==> src/rtl/sfifo_p_if.sv <==
// Producer/consumer bundle for sfifo_p: write/read requests, read data and status.
interface sfifo_p_if #(
  parameter int WIDTH = 8,
  parameter int DEPTH = 8
);
  localparam int AW = $clog2(DEPTH);

  logic             wsig;
  logic [WIDTH-1:0] wdata;
  logic             rsig;
  logic [WIDTH-1:0] rdata;
  logic             rvalid;
  logic             full;
  logic             empty;
  logic             almost_full;
  logic             almost_empty;
  logic [AW:0]      count;
  logic             overflow;
  logic             underflow;

  modport master (
    output wsig, wdata, rsig,
    input  rdata, rvalid, full, empty, almost_full, almost_empty,
           count, overflow, underflow
  );

  modport slave (
    input  wsig, wdata, rsig,
    output rdata, rvalid, full, empty, almost_full, almost_empty,
           count, overflow, underflow
  );
endinterface

==> src/rtl/sfifo_p.sv <==
// Single-clock parametrised FIFO with registered read data, occupancy count,
// programmable almost flags and one-cycle overflow/underflow pulses.
module sfifo_p #(
  parameter int WIDTH    = 8,
  parameter int DEPTH    = 8,
  parameter int AF_LEVEL = DEPTH - 1,
  parameter int AE_LEVEL = 1
) (
  input  logic      clk,
  input  logic      rst,
  sfifo_p_if.slave  bus
);
  localparam int          AW    = $clog2(DEPTH);
  localparam logic [AW:0] AF_TH = AF_LEVEL[AW:0];
  localparam logic [AW:0] AE_TH = AE_LEVEL[AW:0];

  logic [WIDTH-1:0] mem [DEPTH];

  logic [AW:0]      wptr;
  logic [AW:0]      rptr;
  logic [AW:0]      occ_p0;
  logic             full_p0;
  logic             empty_p0;
  logic             wr_en_p0;
  logic             rd_en_p0;

  logic [WIDTH-1:0] rdata_p1;
  logic             vld_p1;
  logic             ovf_p1;
  logic             unf_p1;

  // Stage 0: status from pre-edge pointers; the wrap bit separates full from empty
  always_comb begin
    occ_p0   = wptr - rptr;
    empty_p0 = (wptr == rptr);
    full_p0  = (wptr[AW] != rptr[AW]) && (wptr[AW-1:0] == rptr[AW-1:0]);
    wr_en_p0 = bus.wsig && !full_p0;
    rd_en_p0 = bus.rsig && !empty_p0;
  end

  always_ff @(posedge clk) begin
    if (wr_en_p0) mem[wptr[AW-1:0]] <= bus.wdata;
  end

  // Stage 1: pointers, registered read data and per-request pulses
  always_ff @(posedge clk or negedge rst) begin
    if (!rst) begin
      wptr     <= '0;
      rptr     <= '0;
      rdata_p1 <= '0;
      vld_p1   <= 1'b0;
      ovf_p1   <= 1'b0;
      unf_p1   <= 1'b0;
    end else begin
      if (wr_en_p0) wptr <= wptr + 1'b1;
      if (rd_en_p0) begin
        rptr     <= rptr + 1'b1;
        rdata_p1 <= mem[rptr[AW-1:0]];
      end
      vld_p1 <= rd_en_p0;
      ovf_p1 <= bus.wsig && full_p0;
      unf_p1 <= bus.rsig && empty_p0;
    end
  end

  assign bus.rdata        = rdata_p1;
  assign bus.rvalid       = vld_p1;
  assign bus.overflow     = ovf_p1;
  assign bus.underflow    = unf_p1;
  assign bus.count        = occ_p0;
  assign bus.full         = full_p0;
  assign bus.empty        = empty_p0;
  assign bus.almost_full  = (occ_p0 >= AF_TH);
  assign bus.almost_empty = (occ_p0 <= AE_TH);
endmodule

==> src/flat_wrapper.sv <==
// flat-port wrapper written by rule: the top's interface ports become plain ports
module sfifo_p_flat 
#(
  parameter int WIDTH    = 8,
  parameter int DEPTH    = 8,
  parameter int AF_LEVEL = DEPTH - 1,
  parameter int AE_LEVEL = 1
)
  (clk, rst, bus_wsig, bus_wdata, bus_rsig, bus_rdata, bus_rvalid, bus_full, bus_empty, bus_almost_full, bus_almost_empty, bus_count, bus_overflow, bus_underflow);
  sfifo_p_if #(.WIDTH(WIDTH), .DEPTH(DEPTH)) bus_i ();
  input  logic clk;
  input  logic rst;
  input wire logic [$bits(bus_i.wsig)-1:0] bus_wsig;
  input wire logic [$bits(bus_i.wdata)-1:0] bus_wdata;
  input wire logic [$bits(bus_i.rsig)-1:0] bus_rsig;
  output wire logic [$bits(bus_i.rdata)-1:0] bus_rdata;
  output wire logic [$bits(bus_i.rvalid)-1:0] bus_rvalid;
  output wire logic [$bits(bus_i.full)-1:0] bus_full;
  output wire logic [$bits(bus_i.empty)-1:0] bus_empty;
  output wire logic [$bits(bus_i.almost_full)-1:0] bus_almost_full;
  output wire logic [$bits(bus_i.almost_empty)-1:0] bus_almost_empty;
  output wire logic [$bits(bus_i.count)-1:0] bus_count;
  output wire logic [$bits(bus_i.overflow)-1:0] bus_overflow;
  output wire logic [$bits(bus_i.underflow)-1:0] bus_underflow;
  assign bus_i.wsig = bus_wsig;
  assign bus_i.wdata = bus_wdata;
  assign bus_i.rsig = bus_rsig;
  assign bus_rdata = bus_i.rdata;
  assign bus_rvalid = bus_i.rvalid;
  assign bus_full = bus_i.full;
  assign bus_empty = bus_i.empty;
  assign bus_almost_full = bus_i.almost_full;
  assign bus_almost_empty = bus_i.almost_empty;
  assign bus_count = bus_i.count;
  assign bus_overflow = bus_i.overflow;
  assign bus_underflow = bus_i.underflow;
  sfifo_p #(.WIDTH(WIDTH), .DEPTH(DEPTH), .AF_LEVEL(AF_LEVEL), .AE_LEVEL(AE_LEVEL)) u_core (.clk(clk), .rst(rst), .bus(bus_i));
endmodule
==> config.mk <==
export PLATFORM = sky130hd
export DESIGN_NAME = sfifo_p_flat
export DESIGN_NICKNAME = d
export VERILOG_FILES = /design/src/rtl/sfifo_p_if.sv /design/src/rtl/sfifo_p.sv /design/src/flat_wrapper.sv
export SDC_FILE = /design/constraint.sdc
export NUM_CORES = 1
export LEC_CHECK = 0
export ABC_AREA = 1
export CORE_MARGIN = 2
export CORE_UTILIZATION = 30
export CTS_CLUSTER_DIAMETER = 200
export DETAILED_ROUTE_END_ITERATION = 10
export PLACE_DENSITY = 0.52
export SLEW_MARGIN = 10
export SYNTH_ARGS = -nofsm -noshare
export SYNTH_HDL_FRONTEND = slang
export SYNTH_SLANG_ARGS = --single-unit
==> constraint.sdc <==
create_clock -name clk -period 4.6 [get_ports clk]
set_input_delay 1.15 -clock clk [delete_from_list [all_inputs] [get_ports clk]]
set_output_delay 1.15 -clock clk [all_outputs]
set_load 0.1 [all_outputs]
==> impl_metrics.yaml <==
die:
  core-area_um2: 12110
  die_w_um: 115.9
  rows: 40
  initial_core_util_pct: 31.02
  die_h_um: 115.9
  dieArea_um2: 13440
  io_pins: 31
layout:
  area_growth_pct: 20.65
  layout_commonest_cell: "nand2_1"
  num_antenna_cells: 0
  fin_nets: 416
  multi_input_area_um2: 1059
  instances_no_fill: 571
  most-common-layout-cells: "nand2_1, edfxtp_1, inv_1, nand3_1, clkdlybuf4s50_1"
  fillers: 1210
  seqCellArea_um2: 2397
  drive_above_1_share_pct: 12.90
critical_path:
  path_class: "reg -> out"
  critical_path.endpoint_type: "output pin"
  critPathRequiredTime_ns: 3.45
  critPathLaunch: "u_core.rptr[1]"
  crit_end: "bus_almost_empty"
  r2r-start: "u_core.rptr[1]"
  ff2ff_setup_slack_ns: 1.25
  crit_path_max_fanout: 20
  crit_path_start_kind: "register"
  arrival_ns: 2.77
  r2r_cells: 7
  reg2reg_to: "u_core.mem[0][5]"
job:
  drv_cap: 0
drt:
  dr.pass1.iters: 4
  ant_nets: 0
  vias: 2394
  drcViolationCount: 0
  routed_wl_um: 8174
  viasPerCell: 4.193
  drt-initial-drc-count: 112
  wl_per_cell_um: 14.32
clocking:
  cts_root_buffer: "clkbuf_16"
  cts_resized: 0
  insertion_delay_ns: 0.33
  cts_sinks: 83
  path_clk_slew_ns: 0.06
  cts_setup_buffers: 0
  hold_buffers: 0
  htree_levels: 3
  numCtsBuffers: 9
  cts_tree: "built"
  cts_buffer_depth: 2
sta:
  fin_crit_sh_pct: 85.31
  slew_violations: 0
  timing.fmax_mhz: 254.8
  finalCriticalPeriod_ns: 3.924
  worst_pin_slew_ns: 1.130
  setup_tns_ns: 0
  rsz0062_at_grt: "no"
  hold_viol_final: 0
  setup-violations-final: 0
  finClkSkew_ns: 0.007405
  maxSlewHeadroom_pct: 24.41
min_path:
  hp-class: "reg -> reg"
  hold_path_depth: 2
grt:
  grt_pass1_vias: 2472
  grt_usage_pct: 13.40
  grt_pass1_wl_um: 13200
  antenna_found_initial: 0
  grt.overflow.total: 0
  grt_max_degree: 36
synth:
  synth_cell_types: 25
  synth_seq_area_share_pct: 63.80
  avgSynthCellArea_um2: 10.27
  synth_top_cell_by_area: "edfxtp_1"
  yosys-top-cells-area: "edfxtp_1, dfrtp_1, nand2_1, inv_1, nand3_1"
  yosysWarnings: 0
  synth_edf_count: 64
  syn_nets: 384
  async_flop_share_pct: 22.89
  synth_top_area_share_pct: 51.15
  syn_area_um2: 3757
  synth_cells: 366
  synth_ff_type: "edfxtp_1"
  synth.ff_latch_count: 83
placement:
  numPortBuffers: 30
  dpl.hpwl_um: 5099
  place_inst: 555
  gp_congestion: 0.7555
run_status:
  status: "completed"
[flip-flops by register name, indices dropped and copies added (netlist names)]
| signal | cells |
|---|---|
| u_core.bus.overflow | 1 |
| u_core.bus.rdata | 8 |
| u_core.bus.rvalid | 1 |
| u_core.bus.underflow | 1 |
| u_core.mem | 64 |
| u_core.rptr | 4 |
| u_core.wptr | 4 |
[per-stage QoR]
| step | hold slack, ns | area (µm²) | utilization [%] | worst slack [ns] |
|---|---|---|---|---|
| after floorplan | 0.5078 | 3772 | - | 0.2630 |
| after global placement | 0.4651 | 4215 | 34.80 | 1.074 |
| after detailed placement | 0.4692 | 4215 | 34.80 | 1.050 |
| after CTS | 0.4860 | 4533 | 37.43 | 0.6736 |
| after global routing | 0.4962 | 4533 | 37.43 | 0.5285 |
| final | 0.4759 | 4533 | 37.43 | 0.6756 |
[final cells by class]
cell class / count / area share [%]
multi-input cells: 206 / 23.35
inverters: 65 / 5.437
repair buffers: 33 / 6.680
clock inverters: 6 / 1.960
flip-flops and latches: 83 / 52.88
clock buffers: 10 / 5.051
well taps: 168 / 4.637
[per-layer routing]
metal | global-route usage, % | vias up | share of wire [%]
met2 | 22.88 | 41 | 48
met1 | 16.86 | 1122 | 47
met4 | 3.968 | 0 | 1.4
met5 | 0 | - | 0
met3 | 3.400 | 8 | 3.2
li1 | - | 1223 | -
[cells in the mapped netlist, types with 2 or more instances]
library cell and number:
buf_2 11, dfrtp_1 19, edfxtp_1 64, ha_1 5, inv_1 58, inv_2 6, nand2_1 115, nand2_4 2
nand3_1 43, nand3_2 10, nor2_1 10, o21ai_0 5, xor2_1 6
[worst min-delay path by stage]
| stage | endpoint | start | slack, ns |
|---|---|---|---|
| 2_1_floorplan | u_core.wptr[0] | u_core.wptr[0] | 0.51 |
| 3_3_place_gp | u_core.bus.rdata[6] | u_core.bus.rdata[6] | 0.47 |
| 3_5_place_dp | u_core.bus.rdata[6] | u_core.bus.rdata[6] | 0.47 |
| 4_1_cts | u_core.bus.rdata[6] | u_core.bus.rdata[6] | 0.49 |
| 5_1_grt | u_core.bus.rdata[6] | u_core.bus.rdata[6] | 0.50 |
| 6_report | u_core.bus.rdata[6] | u_core.bus.rdata[6] | 0.48 |
[cell families after synthesis]
group | synth area share (%)
buf+inv | 8.425
flops | 63.80
simple gates | 23.14
compound gates | 0.7990
fa+ha+maj | 2.198
xor+xnor | 1.632
[critical path, stage by stage (launching register included)]
cell,delay [ns]
dfrtp_1,0.90
inv_2,0.36
ha_1,0.43
nand3b_1,0.11
nand2_1,0.11
xor2_2,0.16
nor2_1,0.08
buf_4,0.29
Power is left out: the tool's default activity adds up to more than one toggle a clock period on the data nets, which glitch-free logic cannot reach.
